`config.mk`:
```
export PLATFORM = sky130hd
export DESIGN_NAME = input_debouncer
export DESIGN_NICKNAME = d
export VERILOG_FILES = /design/src/rtl/input_debouncer.sv
export SDC_FILE = /design/constraint.sdc
export NUM_CORES = 1
export LEC_CHECK = 0
export ABC_CLOCK_PERIOD_IN_PS = 1350
export CAP_MARGIN = 40
export CORE_AREA = 4 4 41 43
export CTS_BUF_LIST = sky130_fd_sc_hd__clkbuf_8
export DETAILED_ROUTE_END_ITERATION = 6
export DIE_AREA = 0 0 45 47
export PLACE_DENSITY = 0.44
export SLEW_MARGIN = 20
export SYNTH_ARGS = -nofsm -noshare
export SYNTH_HDL_FRONTEND = slang
export SYNTH_SLANG_ARGS = --single-unit
```
`constraint.sdc`:
```
create_clock -name clk -period 1.35 [get_ports clk]
set_input_delay 0.27 -clock clk [delete_from_list [all_inputs] [get_ports clk]]
set_output_delay 0.27 -clock clk [all_outputs]
set_load 0.005 [all_outputs]
```
`src/rtl/input_debouncer.sv`:
```
`default_nettype none
// ============================================================================
//  Module      : input_debouncer
//  Description : Multi-channel input conditioner. Each channel synchronises an
//                asynchronous input, accepts a new level only after it has
//                persisted for DEBOUNCE_CYCLES synchronised cycles, and emits
//                registered one-cycle rise/fall strobes on each accepted change.
//  Revision    : 1.0 - initial release
// ============================================================================
module input_debouncer #(
  parameter int WIDTH           = 1,
  parameter int SYNC_STAGES     = 2,
  parameter int DEBOUNCE_CYCLES = 4
) (
  input  logic             clk,
  input  logic             rst,
  input  logic [WIDTH-1:0] din,
  output logic [WIDTH-1:0] dout,
  output logic [WIDTH-1:0] rise,
  output logic [WIDTH-1:0] fall
);

  // Counter only needs to reach DEBOUNCE_CYCLES-1; it is cleared on accept.
  localparam int                 c_cnt_w    = $clog2(DEBOUNCE_CYCLES + 1);
  localparam logic [c_cnt_w-1:0] c_cnt_last = c_cnt_w'(DEBOUNCE_CYCLES - 1);
  localparam logic [c_cnt_w-1:0] c_cnt_one  = c_cnt_w'(1);

  // Channels are fully independent: one copy of the whole pipeline per bit.
  for (genvar gi = 0; gi < WIDTH; gi++) begin : g_ch

    logic [SYNC_STAGES-1:0] sync_q;
    logic [c_cnt_w-1:0]     cnt_q;
    logic [c_cnt_w-1:0]     cnt_d;
    logic                   dout_q;
    logic                   dout_d;
    logic                   rise_q;
    logic                   rise_d;
    logic                   fall_q;
    logic                   fall_d;
    logic                   w_sync;

    // Oldest synchroniser stage is the only one safe to use as a level.
    assign w_sync = sync_q[SYNC_STAGES-1];

    // Shift the raw input through the synchroniser chain.
    always_ff @(posedge clk) begin
      if (rst) begin
        sync_q <= '0;
      end else begin
        sync_q <= {sync_q[SYNC_STAGES-2:0], din[gi]};
      end
    end

    // Debounce decision: agreement clears the count, a full count accepts.
    always_comb begin
      cnt_d  = cnt_q;
      dout_d = dout_q;
      rise_d = 1'b0;
      fall_d = 1'b0;
      if (w_sync == dout_q) begin
        cnt_d = '0;
      end else if (cnt_q == c_cnt_last) begin
        dout_d = w_sync;
        cnt_d  = '0;
        rise_d = w_sync;
        fall_d = ~w_sync;
      end else begin
        cnt_d = cnt_q + c_cnt_one;
      end
    end

    // Register counter, level and strobes; reset overrides any pending accept.
    always_ff @(posedge clk) begin
      if (rst) begin
        cnt_q  <= '0;
        dout_q <= 1'b0;
        rise_q <= 1'b0;
        fall_q <= 1'b0;
      end else begin
        cnt_q  <= cnt_d;
        dout_q <= dout_d;
        rise_q <= rise_d;
        fall_q <= fall_d;
      end
    end

    assign dout[gi] = dout_q;
    assign rise[gi] = rise_q;
    assign fall[gi] = fall_q;

  end : g_ch

endmodule : input_debouncer
`default_nettype wire

```
==> metrics.txt, run 1 <==
outcome completed; drt initial violations 0; RSZ-0062 raised after global routing no; critical path's slowest cell clkdlybuf4s50_1; Area Overhead vs Synth 40.72%; Clock Root Buffer clkbuf_8; crit start category flip-flop; Core ar. roughly 1300 um^2; worst slew pin tran between 0.2 and 0.3 ns; chip height between 40 and 50 um; vias in the first global route 218; Buf/Inv on CP 1; Period minus WS final 1.298 ns; GRT Overall Usage 0.06809; Tcrit/Tclk final 0.9618; initial antenna violation count 0; worst vdd ir 536.6 uV; GR Overflow Total 0; Data arrival, critical path between 1 and 1.5 ns; cell family with most CP delay buffers and inverters; layout cells sized above 1 0.2414; per-cell routed wire length 11.07 um; DRT Wirelength 487 um; syn_area_per_cell 13.17 um^2; power density cells ~1400 nW/um^2; first-pass GRT wire length approximately 940 um; diode count 0; Hold WS about 0.43 ns; CP Class reg2out; clk_lat worst skew 0.23 ns; DR vias/cell between 4 and 5; classification of the worst-slack hold path reg2reg; Die ar. around 2100 um^2; Seq/Total Area, Yosys 0.5792; post-synthesis cell count 21; die outline width 45 um; # nets final 36; CP required roughly 1.1 ns; worst r2r src g_ch[0].cnt_q[0]; Setup TNS 0 ns; Unique masters post-synth 10; YS warnings 0; Fill cells ~140; largest net degree at the start of global routing 9; post-detailed-route count of antenna-violating nets 0; drt first pass iters 1; H-tree levels 1; FP Rows 13; CTS tree built; Pleak between 0.0001 and 0.00015 uW; Vias between 150 and 200; CP endpoint kind primary output; max-cap violations 0; critical path launch point rise; Port Buffers 5; clock buffer depth 2; Slew headroom 0.8030; Setup-failing EPs final 0; Post-Route Skew 0.0007356 ns; crit path max fanout 1; syn_nets 26; Final Hold Viols 0; total clock buffers created by CTS 3; cell area after synthesis 276.5 um^2; # IOs 6; GPL Wtd Cong roughly 0.62; CTS sink count 8; Initial Util 0.2125; Max Freq 0.7702 GHz; crit path cell chain clkdlybuf4s50_1; Slew Limit Fails 0; clock slew at reported path FFs about 0.04 ns; hold_sp g_ch[0].cnt_q[0]; max incr delay on CP around 0.50 ns; # DRC 0; Seq cells post-synth 8
-- sequential cells by signal, indices dropped and copies added (netlist names) --
register / flops
g_ch.cnt_q: 3
rise: 1
g_ch.sync_q: 2
dout: 1
fall: 1
-- report_power, final --
part	leakage (uW)	internal [uW]	total [uW]	switching, uW
Sequential	0.0000657	239	241	2.10
Clock	0.0000216	193	286	93.4
Combinational	0.0000585	9.03	14.7	5.63
-- cell families after synthesis --
family / synth area share
simple gates: 0.2488
mux: 0.03620
xor+xnor: 0.03168
fa+ha+maj: 0.09048
flops: 0.5792
buf+inv: 0.01356
-- cell type report --
cell class	count	area, um^2	share of cell area
Timing Repair Buffer	5	48.80	0.1254
Sequential cell	8	163.9	0.4212
Clock buffer	3	41.29	0.1061
Tap cell	15	18.77	0.04823
Multi-Input combinational cell	12	112.6	0.2894
Inverter	1	3.754	0.009646
-- per-stage QoR --
| step | util | area, um^2 | power (uW) | instances | setup WS, ns |
|---|---|---|---|---|---|
| 2_1_floorplan | - | 276.5 | 252.0 | 21 | 0.2945 |
| 4_1_cts | 0.2990 | 389.1 | 551.3 | 44 | 0.04159 |
| 3_3_place_gp | 0.2654 | 345.3 | 261.2 | 41 | 0.07527 |
| 5_1_grt | 0.2990 | 389.1 | 570.3 | 44 | 0.009505 |
| 3_5_place_dp | 0.2654 | 345.3 | 261.9 | 41 | 0.06688 |
| 6_report | 0.2990 | 389.1 | 542.4 | 44 | 0.05156 |
-- what timing repair did --
item,4_1_cts,5_1_grt
endpoints found under the setup margin,1,0
gates resized for setup,3,0
hold buffers,0,0
setup buffers,0,0
-- layer usage --
layer  GRT usage  share of wire  vias to the layer above
met4     0.07018          0.049                        0
li1            -              -                       92
met2     0.09322           0.46                        7
met3     0.03831          0.076                        3
met1     0.07094           0.41                       83
met5           0              0                        -
-- worst reg2reg max path: stages (launching register included) --
cell	delay, ns
dfxtp_1	0.33
ha_1	0.15
ha_1	0.28
mux2i_1	0.22
nor2_1	0.06
-- cells in the final DEF, fill, tap and decap left out --
cell type        instances
dfxtp_1                  7
clkdlybuf4s50_1          4
clkbuf_8                 3
and4bb_2                 2
nor4_1                   2
nor2b_1                  2
ha_1                     2
inv_1                    1
mux2i_1                  1
nor2_1                   1
xnor2_1                  1
nor4b_2                  1
dfxtp_4                  1
dlygate4sd2_1            1
-- cell usage after synthesis, drive strengths merged --
| cell type | n | share of area |
|---|---|---|
| dfxtp | 8 | 0.58 |
| nor4b | 1 | 0.054 |
| nor2b | 2 | 0.045 |
| inv | 1 | 0.014 |
| nor2 | 1 | 0.014 |
| ha | 2 | 0.090 |
| and4bb | 2 | 0.090 |
| mux2i | 1 | 0.036 |
| xnor2 | 1 | 0.032 |
| nor4 | 2 | 0.045 |
-- path summary, 6_finish.rpt --
check	endpoint	slack, ns	cells past startpoint
max	rise	0.05	1
min	g_ch[0].cnt_q[0]	0.43	1
max reg2reg	dout	0.19	4
min reg2reg	g_ch[0].cnt_q[0]	0.43	1
(Power assumes the default switching activity.)
==> run 2, diff against run 1 <==
Settings changed: PLACE_DENSITY 0.44 to 0.51.
==> run 2 against run 1 <==
- critical path depth stayed put
- flip-flop and latch count stayed put
- first-iteration DRC count is 3 higher
- core utilization is 0.19 points lower
- count of clock-buffer cells in the layout stayed put
- worst setup slack worse by 0.013 ns
- non-clock buffer count stayed put
- final cell count stayed put
- critical path type unchanged
- largest cell class unchanged
- highest routed layer unchanged
==> metrics.txt, run 2 (synthesis results as in run 1) <==
Setup-failing EPs final 0; GR Overflow Total 0; CP endpoint kind primary output; GPL Wtd Cong between 0.5 and 0.6; sw frac 0.1802; Final Instance Area ~390 um^2; internal cell power 442.9 uW; per-cell routed wire length 10.61 um; clk_lat worst skew approximately 0.23 ns; # nets final 36; Die ar. ~2100 um^2; Tcrit/Tclk final 0.9717; H-tree levels 1; Clock Root Buffer clkbuf_8; crit path cell chain clkdlybuf4s50_1; RSZ-0062 raised after global routing no; most frequent cells in the layout 7 x dfxtp_1, 4 x clkdlybuf4s50_1, 3 x clkbuf_8; FP Rows 13; max incr delay on CP 0.51 ns; diode count 0; initial antenna violation count 0; max-cap violations 0; outcome completed; DR vias/cell 4.273; chip height 47 um; clock slew at reported path FFs roughly 0.040 ns; post-detailed-route count of antenna-violating nets 0; Final Hold Viols 0; Biggest register g_ch.cnt_q; Post-Route Skew between 0.001 and 0.0015 ns; grt met1 use 0.04828; # IOs 6; most common cell after layout, fill and taps aside dfxtp_1; worst vdd ir slightly below 500 uV; Slew headroom 0.8164; first-pass GRT wire length around 790 um; power density cells roughly 1400 nW/um^2; Core ar. between 1000 and 1500 um^2; Fill cells between 100 and 150; Area Overhead vs Synth 39.82%; classification of the worst-slack hold path reg2reg; Clock power frac 0.524; Setup TNS 0 ns; max FFs per register 3; Period minus WS final roughly 1.3 ns; CTS sink count 8; global-route track usage on met3 0.03448; Data arrival, critical path 1.04 ns; multi-input logic area ~110 um^2; Sw Pwr roughly 97 uW; Max Freq 0.7623 GHz; critical path's slowest cell clkdlybuf4s50_1; CP Class reg2out; post-CTS setup buffers 0; worst slew pin tran around 0.27 ns; Initial Util 0.2125; Vias roughly 190; drt initial violations 3; Buf/Inv on CP 1; layout cells sized above 1 0.2414; Top Registers g_ch.cnt_q x3, g_ch.sync_q x2; # DRC 0; largest net degree at the start of global routing 9; cell family with most CP delay buffers and inverters; Reg power frac 0.450; vias in the first global route slightly below 200; crit start category flip-flop; Slew Limit Fails 0; die outline width 45 um; register area between 150 and 200 um^2; Area after DPL around 350 um^2; GRT Overall Usage 0.06265; Port Buffers 5; CTS tree built; clock buffer depth 2; DRT Wirelength 467 um; R2R Setup Slk ~0.18 ns; Pleak ~0.00015 uW; Comb power frac 0.026; CP required approximately 1.1 ns; busiest layer in global routing met4; total clock buffers created by CTS 3; crit path max fanout 1; drt first pass iters 4; routing usage on met2 0.08757
==> run 2: cell count changes in the layout (fill, tap and decap cells not counted) <==
cell and change:
dfxtp_2 +1, dfxtp_4 -1
==> run 2: path summary, 6_finish.rpt <==
kind	startpoint	to	depth (start not counted)
worst max-delay path	rise	rise	1
worst min-delay path	g_ch[0].cnt_q[0]	g_ch[0].cnt_q[0]	1
worst max register to register	g_ch[0].cnt_q[0]	dout	4
worst min register to register	g_ch[0].cnt_q[0]	g_ch[0].cnt_q[0]	1
==> run 2: power by group through the flow <==
| stage | clock [uW] | combinational (uW) | sequential [uW] |
|---|---|---|---|
| 6_report | 283 | 14.2 | 243 |
| 5_1_grt | 309 | 15.5 | 243 |
| 4_1_cts | 293 | 14.4 | 243 |
| 3_5_place_dp | 0 | 14.5 | 247 |
| 3_3_place_gp | 0 | 14.2 | 247 |
| 2_1_floorplan | 0 | 5.54 | 246 |
==> run 2: what timing repair did <==
| item | CTS | global route |
|---|---|---|
| setup endpoints to repair | 1 | 0 |
| hold buffers | 0 | 0 |
| resized for setup | 2 | 0 |
==> run 2: final cells by class <==
cell class / instances / share of cell area
Tap cell: 15 / 0.04854
Clock buffer: 3 / 0.1068
Sequential cell: 8 / 0.4175
Inverter: 1 / 0.009709
Timing Repair Buffer: 5 / 0.1262
Multi-Input combinational cell: 12 / 0.2913
==> run 2: layer usage <==
metal	wire, um	share of wire
met5	0	0
met2	218	0.47
met1	184	0.39
met3	37	0.079
met4	27	0.058
==> run 2: metrics by stage <==
step	power [uW]	utilization	hold WS, ns	setup slack (ns)	cells
2_1_floorplan	252.0	-	0.3416	0.2945	21
3_3_place_gp	261.2	0.2654	0.4263	0.09058	41
3_5_place_dp	261.6	0.2654	0.4297	0.06225	41
4_1_cts	550.9	0.2971	0.4391	0.02923	44
5_1_grt	567.6	0.2971	0.4468	0.02335	44
6_report	540.3	0.2971	0.4341	0.03824	44
